--- src/rtl/uart_pkg.sv ---
// Shared UART definitions: transmit FSM states, data-length encodings and oversample ratio.
package uart_pkg;

    typedef enum logic [2:0] {
        IDLE   = 3'd0,
        START  = 3'd1,
        DATA   = 3'd2,
        PARITY = 3'd3,
        STOP   = 3'd4
    } uart_tx_state_t;

    localparam logic [1:0] DLS_5 = 2'b00;
    localparam logic [1:0] DLS_6 = 2'b01;
    localparam logic [1:0] DLS_7 = 2'b10;
    localparam logic [1:0] DLS_8 = 2'b11;

    localparam int unsigned UART_OVERSAMPLE = 16;

endpackage

--- src/rtl/uart_baud_gen.sv ---
// Baud tick generator: one-cycle tick every div+1 clocks; synchronous clear restarts the count.
module uart_baud_gen #(
    parameter int unsigned UBRR_W = 12
) (
    input  logic              pClk,
    input  logic              pReset,
    input  logic              clr,
    input  logic [UBRR_W-1:0] div,
    output logic              tick
);

    logic [UBRR_W-1:0] cnt_q, cnt_d;

    // Compare-and-wrap keeps div = all-ones legal without a wider counter.
    assign tick = !clr && (cnt_q == div);

    always_comb begin
        cnt_d = cnt_q + UBRR_W'(1);
        if (clr || tick) begin
            cnt_d = '0;
        end
    end

    always_ff @(posedge pClk or negedge pReset) begin
        if (!pReset) begin
            cnt_q <= '0;
        end else begin
            cnt_q <= cnt_d;
        end
    end

endmodule

--- src/rtl/uart_tx.sv ---
// UART serial transmit engine: start, 5-8 data bits LSB first, optional parity, 1-2 stop bits.
// Parity support is compiled in only when UART_TX_PARITY_EN is defined.
module uart_tx
    import uart_pkg::*;
#(
    parameter int unsigned OVERSAMPLE = UART_OVERSAMPLE,
    parameter int unsigned UBRR_W     = 12
) (
    input  logic              pClk,
    input  logic              pReset,
    input  logic              TxStart,
    input  logic [7:0]        TxData,
    input  logic [UBRR_W-1:0] Ubrr,
    input  logic [1:0]        Dls,
    input  logic              StopBits,
    input  logic              Pen,
    input  logic              Eps,
    output logic              TxD,
    output logic              TxBusy,
    output logic              TxDone
);

    localparam int unsigned TickW = $clog2(OVERSAMPLE);

    uart_tx_state_t    state_q, state_d;
    logic [7:0]        shift_q, shift_d;
    logic [2:0]        bit_idx_q, bit_idx_d;
    logic              stop_idx_q, stop_idx_d;
    logic [TickW-1:0]  tick_cnt_q, tick_cnt_d;
    logic [1:0]        dls_q, dls_d;
    logic              stop2_q, stop2_d;
    logic [UBRR_W-1:0] ubrr_q, ubrr_d;
    logic              txd_q, txd_d;
    logic              busy_q, busy_d;
    logic              done_q, done_d;

    logic tick;
    logic bit_end;
    logic last_data;
    logic baud_clr;

`ifdef UART_TX_PARITY_EN
    logic pen_q, pen_d;
    logic eps_q, eps_d;
    logic parity_q, parity_d;
`else
    logic unused_cfg;
    assign unused_cfg = Pen ^ Eps;
`endif

    assign baud_clr  = (state_q == IDLE);
    assign bit_end   = tick && (tick_cnt_q == TickW'(OVERSAMPLE - 1));
    assign last_data = (bit_idx_q == ({1'b0, dls_q} + 3'd4));

    uart_baud_gen #(
        .UBRR_W (UBRR_W)
    ) u_baud_gen (
        .pClk   (pClk),
        .pReset (pReset),
        .clr    (baud_clr),
        .div    (ubrr_q),
        .tick   (tick)
    );

    always_comb begin
        state_d    = state_q;
        shift_d    = shift_q;
        bit_idx_d  = bit_idx_q;
        stop_idx_d = stop_idx_q;
        dls_d      = dls_q;
        stop2_d    = stop2_q;
        ubrr_d     = ubrr_q;
        txd_d      = txd_q;
        busy_d     = busy_q;
        done_d     = 1'b0;
`ifdef UART_TX_PARITY_EN
        pen_d      = pen_q;
        eps_d      = eps_q;
        parity_d   = parity_q;
`endif
        if (state_q == IDLE) begin
            tick_cnt_d = '0;
        end else if (tick) begin
            tick_cnt_d = tick_cnt_q + TickW'(1);
        end else begin
            tick_cnt_d = tick_cnt_q;
        end

        unique case (state_q)
            IDLE: begin
                txd_d  = 1'b1;
                busy_d = 1'b0;
                if (TxStart) begin
                    state_d    = START;
                    shift_d    = TxData;
                    dls_d      = Dls;
                    stop2_d    = StopBits;
                    ubrr_d     = Ubrr;
                    bit_idx_d  = '0;
                    stop_idx_d = 1'b0;
                    txd_d      = 1'b0;
                    busy_d     = 1'b1;
`ifdef UART_TX_PARITY_EN
                    pen_d      = Pen;
                    eps_d      = Eps;
                    parity_d   = 1'b0;
`endif
                end
            end
            START: begin
                if (bit_end) begin
                    state_d = DATA;
                    txd_d   = shift_q[0];
                    shift_d = {1'b0, shift_q[7:1]};
`ifdef UART_TX_PARITY_EN
                    parity_d = parity_q ^ shift_q[0];
`endif
                end
            end
            DATA: begin
                if (bit_end) begin
                    if (last_data) begin
`ifdef UART_TX_PARITY_EN
                        if (pen_q) begin
                            state_d = PARITY;
                            // Even parity sends the XOR; odd sends its inverse.
                            txd_d   = parity_q ^ ~eps_q;
                        end else
`endif
                        begin
                            state_d    = STOP;
                            stop_idx_d = 1'b0;
                            txd_d      = 1'b1;
                        end
                    end else begin
                        bit_idx_d = bit_idx_q + 3'd1;
                        txd_d     = shift_q[0];
                        shift_d   = {1'b0, shift_q[7:1]};
`ifdef UART_TX_PARITY_EN
                        parity_d  = parity_q ^ shift_q[0];
`endif
                    end
                end
            end
`ifdef UART_TX_PARITY_EN
            PARITY: begin
                if (bit_end) begin
                    state_d    = STOP;
                    stop_idx_d = 1'b0;
                    txd_d      = 1'b1;
                end
            end
`endif
            STOP: begin
                if (bit_end) begin
                    if (stop2_q && !stop_idx_q) begin
                        stop_idx_d = 1'b1;
                    end else begin
                        state_d = IDLE;
                        txd_d   = 1'b1;
                        busy_d  = 1'b0;
                        done_d  = 1'b1;
                    end
                end
            end
            default: begin
                state_d = IDLE;
                txd_d   = 1'b1;
                busy_d  = 1'b0;
            end
        endcase
    end

    always_ff @(posedge pClk or negedge pReset) begin
        if (!pReset) begin
            state_q    <= IDLE;
            shift_q    <= '0;
            bit_idx_q  <= '0;
            stop_idx_q <= 1'b0;
            tick_cnt_q <= '0;
            dls_q      <= DLS_5;
            stop2_q    <= 1'b0;
            ubrr_q     <= '0;
            txd_q      <= 1'b1;
            busy_q     <= 1'b0;
            done_q     <= 1'b0;
        end else begin
            state_q    <= state_d;
            shift_q    <= shift_d;
            bit_idx_q  <= bit_idx_d;
            stop_idx_q <= stop_idx_d;
            tick_cnt_q <= tick_cnt_d;
            dls_q      <= dls_d;
            stop2_q    <= stop2_d;
            ubrr_q     <= ubrr_d;
            txd_q      <= txd_d;
            busy_q     <= busy_d;
            done_q     <= done_d;
        end
    end

`ifdef UART_TX_PARITY_EN
    always_ff @(posedge pClk or negedge pReset) begin
        if (!pReset) begin
            pen_q    <= 1'b0;
            eps_q    <= 1'b0;
            parity_q <= 1'b0;
        end else begin
            pen_q    <= pen_d;
            eps_q    <= eps_d;
            parity_q <= parity_d;
        end
    end
`endif

    assign TxD    = txd_q;
    assign TxBusy = busy_q;
    assign TxDone = done_q;

endmodule

--- config.mk ---
export PLATFORM = sky130hd
export DESIGN_NAME = uart_tx
export DESIGN_NICKNAME = d
export VERILOG_FILES = /design/src/rtl/uart_pkg.sv /design/src/rtl/uart_baud_gen.sv /design/src/rtl/uart_tx.sv
export SDC_FILE = /design/constraint.sdc
export NUM_CORES = 1
export LEC_CHECK = 0
export ABC_CLOCK_PERIOD_IN_PS = 2600
export BUFFER_PORTS_ARGS = -buffer_cell sky130_fd_sc_hd__buf_2
export CAP_MARGIN = 30
export CORE_UTILIZATION = 45
export DETAILED_ROUTE_END_ITERATION = 10
export GPL_ROUTABILITY_DRIVEN = 0
export GPL_TIMING_DRIVEN = 0
export PLACE_DENSITY = 0.63
export SYNTH_ARGS = -nofsm -noshare
export SYNTH_HDL_FRONTEND = slang
export SYNTH_SLANG_ARGS = --single-unit
--- constraint.sdc ---
create_clock -name pClk -period 2.6 [get_ports pClk]
set_input_delay 0.13 -clock pClk [delete_from_list [all_inputs] [get_ports pClk]]
set_output_delay 0.13 -clock pClk [all_outputs]
set_load 0.03 [all_outputs]
-- Word level (Yosys, flattened, before mapping)
Index checks and enable logic that the tools add are counted.
- flip-flop bits (word level): 49
- latch bits: 0
- bits in writable memories: 0
- memory bits (read-only): 0
- input bits: 28
- output and inout bits: 3
- word-level logic and storage cells: 89
- memories kept: 0
- add/sub/neg operators: 4
- $mul: 0
- divide/modulo/power cells: 0
- order comparisons: 0
- equality and inequality tests: 14
- shift operators: 0
- mux-type cells: 39
- bitwise gates (word level): 1
- reductions and logical operators: 19
- operators by type and width (kind ; number):
    2-to-1 mux 8 bit ; 4
    2-to-1 mux 3 bit ; 9
    case mux 8 bit (3 select lines) ; 1
    2-to-1 mux 1 bit ; 17
    inequality test 2 bit, second input constant ; 8
    adder 12 x 1 -> 12 bit, second input constant ; 1
    == test 12 bit ; 1
    2-to-1 mux 12 bit ; 1
    case mux 3 bit (4 select lines) ; 1
    AND reduction 6 bit ; 2
    2-to-1 mux 4 bit ; 2
    AND reduction 4 bit ; 2
    case mux 1 bit (3 select lines) ; 2
    case mux 3 bit (2 select lines) ; 1
    nonzero test 3 bit ; 2
    AND reduction 5 bit ; 1
    adder 4 x 1 -> 4 bit, second input constant ; 1
    == test 4 bit, second input constant ; 1
    case mux 1 bit (4 select lines) ; 1
    nonzero test 2 bit ; 2
    adder 2 x 3 -> 3 bit, second input constant ; 1
    adder 3 x 1 -> 3 bit, second input constant ; 1
    == test 3 x 1 -> 1 bit, second input constant ; 1
    == test 3 x 2 -> 1 bit, second input constant ; 1
    10 further kinds ; 13

-- Longest topological paths before layout
Gate-level depths: netlist of the first run.
- word-level depth: 6
- mapped depth: 7
- depth with buffers taken out: 6

-- Modules after synthesis
Synthesis of the first run repeated with hierarchy kept, for this count alone.
- cell total of the unflattened synthesis: 219
- area, all modules: 2631.3 um2
- by module, submodules not included (module ; instances ; cells an instance ; area each (um2) ; sequential area each (um2)):
    uart_tx ; 1 ; 146 ; 1871.8 ; 927.1
    uart_baud_gen ; 1 ; 73 ; 759.5 ; 300.3

-- Worst setup path before layout of the first run
No wires, ideal clock.
- path type: reg-to-reg
- start point: register tick_cnt_q[0]
- end point: register shift_q[1]
- library setup time: 0.125 ns
- arrival time: 1.787 ns
- data required time: 2.475 ns
- path slack: 0.687 ns
- cell stages (with the launch flop): 8
- buffers on the path: 1
- period minus slack after synthesis: 1.913 ns
- cells stage by stage: dfrtp_1 -> ha_1 -> nand3_1 -> or3b_2 -> a21oi_1 -> o2bb2a_4 -> buf_12 -> mux2_4
- word-level cells in the longest chain between the ends: 4
- elaborated cells on any way between the ends: 5
- classes of those cells: 3 x eq/ne; 2 x reduce/logical
- RTL lines (item ; RTL line ; text):
    start: declaration ; uart_tx.sv:29 ; logic [TickW-1:0] tick_cnt_q, tick_cnt_d;
    start signal: assignment ; uart_tx.sv:192 ; tick_cnt_q <= tick_cnt_d;
    == test 4 bit * ; uart_tx.sv:52 ; assign bit_end = tick && (tick_cnt_q == TickW'(OVERSAMPLE - 1));
    logical AND 1 bit * ; uart_tx.sv:52 ;
    inequality test 2 bit (no line) ; -- ;
    AND reduction 5 bit (no line) * ; -- ;
    end signal: assignment ; uart_tx.sv:189 ; shift_q <= shift_d;
    end: declaration ; uart_tx.sv:26 ; logic [7:0] shift_q, shift_d;
Mark *: on every way between the ends. The rest lies on a longest branch, timed or not.
A chain may end at the register's enable or synchronous reset.

-- Worst setup path in the final report of the first run
- start point: register tick_cnt_q[0]
- end point: register shift_q[4]
The elaborated chain is that of the path after synthesis.

==> results of run 1 <==
cells by family (layout without fill, tap and decap cells):
logic type	after synthesis	count (layout)	synth area share [%]
xor gates and xnor gates	27	27	9.148
muxes	18	18	8.664
AOI/OAI and AO/OA	24	24	6.438
DFF	49	49	47.48
buffers and inverters	9	47	2.130
and+or+nand+nor	126	126	24.69
adders and majority gates	3	3	1.452
timing repair:
action                                 in CTS  in global routing
hold buffers                                1                  0
gates resized for setup                     0                  0
endpoints found under the hold margin      21                  0
final timing paths:
path                                from                    to  slack [ps]  cells after the start
hold reg to reg                  stop2_q               stop2_q         490                      2
max in group asynchronous         pReset  u_baud_gen.cnt_q[11]        1720                      3
hold / removal                  Ubrr[11]            ubrr_q[11]          10                      3
min in group asynchronous         pReset            shift_q[4]         340                      2
setup / recovery           tick_cnt_q[0]            shift_q[4]         540                      7
setup reg to reg           tick_cnt_q[0]            shift_q[4]         540                      7
power breakdown:
part	leakage (nW)	internal [mW]	total (mW)	switching [mW]
sequential	0.626	0.934	1.09	0.152
clock	0.0542	0.241	0.492	0.251
combinational	0.743	0.294	0.639	0.345
cell type report:
type	count	area share, %
multi-input combinational	198	44.20
sequential	49	41.66
timing repair buffer	30	5.775
clock buffer	7	3.270
tap	72	3.057
buffer	7	1.614
inverter	2	0.2548
clock inverter	1	0.1699
worst max-delay path, delay by kind of cell, from the launching register on:
kind | cells | cell delay (ps)
fa+ha+maj | 1 | 190
buf+inv | 1 | 130
mux | 1 | 300
flops | 1 | 400
simple gates | 2 | 570
compound gates | 2 | 350
cells in the final DEF (no fill, tap or decap), types with 3 or more instances in the layout:
cell type	instances
nand2_1	58
dfrtp_1	48
buf_2	32
nor2_1	26
xor2_1	18
xnor2_1	9
nand3_1	9
mux2_4	7
clkbuf_8	7
nand4_1	6
o21ai_0	6
mux2_2	6
a21oi_1	6
nand2b_1	4
mux2i_1	4
nor4_4	3
or3_1	3
nor4_1	3
a2bb2oi_1	3
ha_1	3
registers in the layout (all words and copies together), names as in the netlist, 2 cells and up:
name	flops
bit_idx_q	3
tick_cnt_q	4
dls_q	2
state_q	3
shift_q	8
ubrr_q	12
u_baud_gen.cnt_q	12
per-layer routing:
| metal | global-route usage (%) | vias up | share of wire [%] |
|---|---|---|---|
| met5 | 0 | - | 0 |
| met4 | 6.792 | 0 | 1.5 |
| met3 | 3.882 | 7 | 3.2 |
| met2 | 27.79 | 26 | 45 |
| met1 | 26.00 | 868 | 50 |
| li1 | - | 947 | - |
==> flow_metrics.env, run 1 <==
export IMPL_status="completed"
export IMPL_clock_tree_htree_level_count=2
export IMPL_multi_input_area_um2=1303
export IMPL_antenna_cells=0
export IMPL_worstSetupPathType="flip-flop to flip-flop"
export IMPL_synth_fp_nets=287
export IMPL_die_area_um2=6051
export IMPL_slew_headroom_pct=63.33
export IMPL_fin_ws_ps=539.3
export IMPL_clock_sinks=49
export IMPL_fin_cells=366
export IMPL_clock_root_buffer="clkbuf_8"
export IMPL_p_leak_nw=1.423
export IMPL_syn_cell_area_um2=2585
export IMPL_end_kind="flip-flop"
export IMPL_yosys_top_cells_count="58 x nand2_1, 48 x dfrtp_1, 26 x nor2_1, 18 x xor2_1"
export IMPL_tightest_slew_ps=550.1
export IMPL_power_mw=2.217
export IMPL_grt_usage_pct=18.44
export IMPL_final_util_pct=53.51
export IMPL_cp_start_kind="flip-flop"
export IMPL_grt_pass1_wl_um=8631
export IMPL_seqCellArea_um2=1227
export IMPL_io_buffer_count=28
export IMPL_pre_cts_ws_ps=556.3
export IMPL_dr_pass1_iters=6
export IMPL_arrival_ps=2250
export IMPL_slowest_delay_ps=450
export IMPL_numCtsBuffers=5
export IMPL_synth_seq_cells=49
export IMPL_finalCriticalPeriod_ps=2061
export IMPL_clock_fmax_mhz=485.3
export IMPL_clock_skew_ps=5.746
export IMPL_clkTransAtPathRegs_ps=90
export IMPL_synth_seq_area_share_pct=47.48
export IMPL_via_per_inst=5.049
export IMPL_row_count=27
export IMPL_setup_tns_ps=0
export IMPL_synth_flop_cell="dfrtp_1"
export IMPL_setup_violations=0
export IMPL_yosysMostFrequentCell="nand2_1"
export IMPL_place_inst=357
export IMPL_wl_per_cell_um=13.51
export IMPL_syn_avg_cell_area_um2=10.10
export IMPL_ir_drop_uv=326.8
export IMPL_gr_total_overflow=0
export IMPL_initial_core_util_pct=46.94
export IMPL_hpwl_um=3630
export IMPL_power_per_cell_area_nw_per_um2=752.3
export IMPL_yosysWarnings=0
export IMPL_synth_area_leader_cell="dfrtp_1"
export IMPL_synth_top_area_share_pct=46.47
export IMPL_drive_gt1_share_pct=22.45
export IMPL_yosys_top_cells_area="dfrtp_1 46%, nand2_1 8.4%, xor2_1 6.1%"
export IMPL_num_vias=1848
export IMPL_drt_wl_total_um=4946
export IMPL_die_x_um=77.79
export IMPL_grt_start_max_net_pins=28
export IMPL_critPathMaxFanout=8
export IMPL_drt_iter0_markers=72
export IMPL_hold_viol=0
export IMPL_min_period_over_period_pct=79.26
export IMPL_placed_area_um2=2835
export IMPL_core_um2=5507
export IMPL_hold_ws_ps=10.04
export IMPL_slowest_stage="or3b_2"
export IMPL_final_area_um2=2947
export IMPL_clkLatencyLatePin_ps=300
export IMPL_grt_pass1_vias=1810
export IMPL_num_io_pins=31
export IMPL_nNetsFinal=324
export IMPL_clock_path_buffers=2
export IMPL_synth_edf_count=0
export IMPL_crit_path_cell_trace="ha_1 -> nand3_1 -> or3b_2 -> a21oi_1 -> o2bb2a_4 -> buf_12 -> mux2_4"
export IMPL_worst_hold_path_type="input port to flip-flop"
export IMPL_ys_types=43
export IMPL_die_h_um=77.79
export IMPL_drtAntennaViolNets=0
export IMPL_synthArstFlopShare_pct=100.0
export IMPL_fillCellCount=504
export IMPL_antenna_found_initial=0
export IMPL_maxSlewViolCount=0
export IMPL_max_cap_viol_count=0
export IMPL_synth_cells=256
export IMPL_route_detailed_drc=0
export IMPL_rsz0062_at_grt="no"
export IMPL_area_growth_pct=13.99
export IMPL_cts_tree="built"
export IMPL_crit_required_ps=2790
export IMPL_post_cts_setup_buffers=0
Power figures use the tool's default switching activity.
==> run 2, diff against run 1 <==
Settings changed: ABC_CLOCK_PERIOD_IN_PS 2600 to 1830, PLACE_DENSITY 0.63 to 0.66.
Clock period 2.6 ns to 1.83 ns, I/O delays scaled along.
==> flow_metrics.env, run 2 (synthesis results as in run 1) <==
export IMPL_status="finished, violations left"
export IMPL_p_clk_share_pct=19.9
export IMPL_cts_tree="built"
export IMPL_max_cap_viol_count=0
export IMPL_route_detailed_drc=0
export IMPL_grt_usage_pct=18.98
export IMPL_min_period_over_period_pct=102.7
export IMPL_crit_required_ps=2020
export IMPL_numCtsBuffers=5
export IMPL_clock_root_buffer="clkbuf_8"
export IMPL_setup_violations=8
export IMPL_critPathMaxFanout=8
export IMPL_die_x_um=77.79
export IMPL_power_per_cell_area_nw_per_um2=997.0
export IMPL_clock_fmax_mhz=532.0
export IMPL_tightest_slew_ps=536.9
export IMPL_violations="negative setup slack"
export IMPL_p_leak_nw=1.583
export IMPL_io_buffer_count=28
export IMPL_antenna_cells=0
export IMPL_fin_ws_ps=-49.56
export IMPL_initial_core_util_pct=46.94
export IMPL_worstSetupPathType="flip-flop to flip-flop"
export IMPL_clkTransAtPathRegs_ps=90
export IMPL_grt_pass1_vias=1921
export IMPL_combPwrFrac_pct=34.1
export IMPL_rsz0062_at_grt="yes"
export IMPL_wl_per_cell_um=13.52
export IMPL_drive_gt1_share_pct=31.29
export IMPL_arrival_ps=2070
export IMPL_gr_usage_met2_pct=30.44
export IMPL_drt_wl_total_um=5381
export IMPL_final_cell_mix="56 x nand2_1, 44 x dfrtp_1, 31 x buf_2"
export IMPL_row_count=27
export IMPL_clock_sinks=49
export IMPL_maxSlewViolCount=0
export IMPL_p_int_mw=2.190
export IMPL_slew_headroom_pct=64.21
export IMPL_final_common_cell="nand2_1"
export IMPL_hold_depth=3
export IMPL_hpwl_um=3533
export IMPL_clock_path_buffers=2
export IMPL_path_depth=6
export IMPL_pre_cts_ws_ps=-205.4
export IMPL_min_from="TxData[0]"
export IMPL_hold_viol=0
export IMPL_cpLargestDelayFamily="simple AND/OR/NAND/NOR gates"
export IMPL_nNetsFinal=356
export IMPL_area_growth_pct=28.99
export IMPL_die_area_um2=6051
export IMPL_drtAntennaViolNets=0
export IMPL_clkLatencyLatePin_ps=300
export IMPL_grt_busiest_layer="met2"
export IMPL_drt_iter0_markers=113
export IMPL_num_vias=2056
export IMPL_crit_buf_inv=1
export IMPL_rrSetupSlack_ps=-50
export IMPL_cp_start_kind="flip-flop"
export IMPL_via_per_inst=5.166
export IMPL_use_met1_pct=25.61
export IMPL_slowest_delay_ps=460
export IMPL_die_h_um=77.79
export IMPL_largest_registers="u_baud_gen.cnt_q (12), ubrr_q (12), shift_q (8)"
export IMPL_antenna_found_initial=0
export IMPL_finalCriticalPeriod_ps=1880
export IMPL_power_switching_mw=1.135
export IMPL_core_um2=5507
export IMPL_crit_path_cell_trace="xor2_2 -> nor4_4 -> nand3_4 -> o2bb2a_4 -> buf_12 -> mux2_4"
export IMPL_dr_pass1_iters=4
export IMPL_clock_tree_htree_level_count=2
export IMPL_slowest_stage="dfrtp_2"
export IMPL_grt_pass1_wl_um=8838
export IMPL_clock_skew_ps=4.621
export IMPL_ir_drop_uv=473.9
export IMPL_num_io_pins=31
export IMPL_timing_rr_start="u_baud_gen.cnt_q[4]"
export IMPL_grt_util_met3_pct=4.235
export IMPL_worst_hold_path_type="input port to flip-flop"
export IMPL_swShare_pct=34.14
export IMPL_power_mw=3.324
export IMPL_critPathLaunch="u_baud_gen.cnt_q[4]"
export IMPL_seqPwrFrac_pct=46.0
export IMPL_gr_total_overflow=0
export IMPL_reg2regPathDepth=6
export IMPL_end_kind="flip-flop"
export IMPL_grt_start_max_net_pins=28
-- run 2: changes by cell type in the layout (fill, tap and decap cells not counted), moves of 3 or more --
| cell | before | now |
|---|---|---|
| dfrtp_1 | 48 | 44 |
| buf_4 | 0 | 17 |
| dlygate4sd3_1 | 1 | 16 |
| nor2_1 | 26 | 23 |
| dfrtp_2 | 0 | 4 |
-- run 2: path summary, 6_finish.rpt --
check / endpoint
max in group asynchronous: TxD
min: shift_q[0]
max: shift_q[4]
max reg2reg: shift_q[4]
min in group asynchronous: u_baud_gen.cnt_q[8]
min reg2reg: stop2_q
-- run 2: power by group through the flow --
stage               Combinational [mW]  Sequential (mW)  Clock, mW
finish                            1.13             1.53      0.663
global route                      1.25             1.56      0.722
CTS                               1.05             1.53      0.679
detailed placement               0.911             1.56          0
global placement                 0.880             1.56          0
floorplan                        0.702             1.54          0
-- run 2: worst register-to-register path, cell delays in order, from the launching register on --
cell,delay (ps)
dfrtp_2,460
xor2_2,170
nor4_4,370
nand3_4,120
o2bb2a_4,220
buf_12,130
mux2_4,300
-- run 2: per-stage QoR --
step | cells | TNS, ps | utilization [%] | cell area [um^2] | hold slack (ps)
final | 398 | -310.1 | 60.55 | 3334 | 80.26
after global routing | 398 | -966.8 | 60.55 | 3334 | 121.7
after CTS | 391 | -276.7 | 58.53 | 3223 | 87.94
after detailed placement | 357 | -2616 | 51.65 | 2844 | 104.5
after global placement | 356 | -2864 | 51.28 | 2824 | 281.7
after floorplan | 256 | -264.1 | - | 2594 | -204.1
-- run 2: per-layer routing --
metal	routed length, um	up-vias
li1	-	1015
met1	2643	1008
met2	2517	28
met3	160	5
met4	60	0
met5	0	-
-- run 2: final cells by class --
type	instances	area (um^2)
inverters	2	7.507
flip-flops and latches	49	1232
clock buffers	8	90.09
plain buffers	7	53.80
multi-input cells	199	1416
fillers	450	2172
well taps	72	90.09
repair buffers	61	444.2
-- run 2: what timing repair did --
action,4_1_cts,5_1_grt
endpoints found under the setup margin,27,36
pin swaps,5,5
setup buffers,10,6
resized for setup,14,14
hold buffers,16,0
hold endpoints to repair,37,0
cloned,0,1
==> run 3, diff against run 2 <==
Settings changed: ABC_AREA set to 1.
==> flow_metrics.env, run 3 <==
export IMPL_clkTransAtPathRegs_ps=80
export IMPL_cts_tree="built"
export IMPL_clock_skew_ps=1.589
export IMPL_yosys_top_cells_count="79 x nand2_1, 48 x dfrtp_1, 32 x nor2_1, 23 x inv_1, 18 x a21oi_1"
export IMPL_max_cap_viol_count=0
export IMPL_worstSetupPathType="flip-flop to flip-flop"
export IMPL_synth_top_area_share_pct=47.78
export IMPL_ir_drop_uv=1123
export IMPL_antenna_cells=0
export IMPL_setup_tns_ps=0
export IMPL_synth_fp_nets=323
export IMPL_antenna_found_initial=0
export IMPL_clock_root_buffer="clkbuf_8"
export IMPL_yosys_top_cells_area="dfrtp_1 48%, nand2_1 12%, nor2_1 4.8%"
export IMPL_crit_required_ps=2020
export IMPL_grt_start_max_net_pins=30
export IMPL_p_leak_nw=1.432
export IMPL_clock_fmax_mhz=574.4
export IMPL_num_vias=1967
export IMPL_synth_seq_cells=49
export IMPL_dr_pass1_iters=4
export IMPL_gr_total_overflow=0
export IMPL_die_x_um=76.74
export IMPL_tightest_slew_ps=513.2
export IMPL_maxSlewViolCount=0
export IMPL_pre_cts_ws_ps=33.82
export IMPL_power_mw=4.347
export IMPL_reg2regPathDepth=12
export IMPL_combPwrFrac_pct=46.5
export IMPL_fin_ws_ps=89.11
export IMPL_grt_usage_pct=18.52
export IMPL_use_met1_pct=22.78
export IMPL_grt_busiest_layer="met2"
export IMPL_p_int_mw=2.588
export IMPL_synth_flop_cell="dfrtp_1"
export IMPL_timing_rr_start="u_baud_gen.cnt_q[4]"
export IMPL_drt_iter0_markers=69
export IMPL_final_util_pct=55.97
export IMPL_critPathMaxFanout=8
export IMPL_p_clk_share_pct=14.7
export IMPL_synth_cells=292
export IMPL_synth_edf_count=0
export IMPL_critPathLaunch="u_baud_gen.cnt_q[4]"
export IMPL_clock_sinks=49
export IMPL_hpwl_um=3508
export IMPL_clock_path_buffers=2
export IMPL_largest_registers="u_baud_gen.cnt_q (12), ubrr_q (12), shift_q (8)"
export IMPL_swShare_pct=40.48
export IMPL_clkLatencyLatePin_ps=300
export IMPL_min_period_over_period_pct=95.13
export IMPL_setup_violations=0
export IMPL_syn_cell_area_um2=2514
export IMPL_io_buffer_count=28
export IMPL_rsz0062_at_grt="yes"
export IMPL_power_switching_mw=1.760
export IMPL_grt_pass1_vias=1913
export IMPL_end_kind="flip-flop"
export IMPL_min_from="Ubrr[1]"
export IMPL_row_count=26
export IMPL_num_io_pins=31
export IMPL_route_detailed_drc=0
export IMPL_synth_area_leader_cell="dfrtp_1"
export IMPL_hold_ws_ps=16.55
export IMPL_final_cell_mix="77 x nand2_1, 44 x dfrtp_1, 31 x buf_2"
export IMPL_synthArstFlopShare_pct=100.0
export IMPL_grt_util_met3_pct=4.167
export IMPL_drive_gt1_share_pct=25.53
export IMPL_grt_pass1_wl_um=8597
export IMPL_slew_headroom_pct=65.79
export IMPL_gr_usage_met2_pct=32.05
export IMPL_status="completed"
export IMPL_finalCriticalPeriod_ps=1741
export IMPL_syn_avg_cell_area_um2=8.608
export IMPL_numCtsBuffers=5
export IMPL_ys_types=33
export IMPL_arrival_ps=1930
export IMPL_power_per_cell_area_nw_per_um2=1483
export IMPL_worst_hold_path_type="input port to flip-flop"
export IMPL_initial_core_util_pct=47.99
export IMPL_die_area_um2=5889
export IMPL_nNetsFinal=364
export IMPL_synth_seq_area_share_pct=48.83
export IMPL_hold_depth=2
export IMPL_drt_wl_total_um=4926
export IMPL_wl_per_cell_um=12.22
export IMPL_via_per_inst=4.881
export IMPL_die_h_um=76.74
export IMPL_final_common_cell="nand2_1"
export IMPL_cp_start_kind="flip-flop"
export IMPL_seqPwrFrac_pct=38.8
export IMPL_yosysWarnings=0
export IMPL_clock_tree_htree_level_count=2
export IMPL_hold_viol=0
export IMPL_core_um2=5238
export IMPL_drtAntennaViolNets=0
export IMPL_yosysMostFrequentCell="nand2_1"
export IMPL_area_growth_pct=16.63
[run 3: cell types whose count changed after synthesis, sizes merged, moves of 6 or more]
| cell | delta |
|---|---|
| nor2 | +10 |
| mux2 | -7 |
| xor2 | -16 |
| inv | +27 |
| o21ai | +20 |
| a21oi | +11 |
| nand2 | +23 |
| nor4 | -6 |
[run 3: power by group through the flow]
stage          Sequential (mW)  Clock, mW  Combinational (mW)
2_1_floorplan             1.67          0                1.50
3_5_place_dp              1.69          0                1.89
6_report                  1.69      0.638                2.02
3_3_place_gp              1.68          0                1.85
4_1_cts                   1.67      0.668                1.90
5_1_grt                   1.73      0.701                2.29
[run 3: cells by family after synthesis]
logic type / after synthesis / share of synthesized area [%]
and+or+nand+nor: 136 / 23.94
adders and majority gates: 3 / 1.493
xor gates and xnor gates: 7 / 2.439
buffers and inverters: 34 / 5.525
DFF: 49 / 48.83
muxes: 14 / 5.924
AOI/OAI and AO/OA: 49 / 11.85
[run 3: path summary, 6_finish.rpt]
kind                            slack [ps]                   to
worst min register to register         500                  TxD
worst min-delay path                    20            ubrr_q[1]
min in group asynchronous              290  u_baud_gen.cnt_q[3]
worst max-delay path                    90           shift_q[6]
worst max register to register          90           shift_q[6]
max in group asynchronous             1000  u_baud_gen.cnt_q[0]
[run 3: per-layer routing]
layer / up-vias / share of wire (%)
met5: - / 0
met4: 0 / 1.0
met2: 24 / 49
met1: 919 / 47
met3: 5 / 3.3
li1: 1019 / -
[run 3: cell type report]
type	count	area, um^2
Fill cell	506	2306
Multi-Input combinational cell	209	1162
Timing Repair Buffer	34	217.7
Tap cell	70	87.58
Sequential cell	49	1232
Inverter	30	115.1
Buffer	4	30.03
Clock buffer	7	86.33
[run 3: what timing repair did]
item,CTS,global route
resized for setup,0,13
hold endpoints to repair,19,0
endpoints found under the setup margin,0,35
setup buffers,0,3
hold buffers,1,0
[run 3: worst max-delay path, stage by stage, from the launching register on]
cell	delay, ps
dfrtp_2	410
inv_2	50
nand2_2	50
nand2_1	50
nor2_1	100
nand2_1	90
nor2_4	160
nand4_4	170
o21ai_4	130
nand3_4	150
buf_8	170
nand2_2	50
o21ai_2	50
[run 3: through the flow]
stage | std cells | area (um^2)
floorplan | 292 | 2514
global placement | 390 | 2741
detailed placement | 391 | 2761
CTS | 399 | 2858
global route | 403 | 2932
finish | 403 | 2932
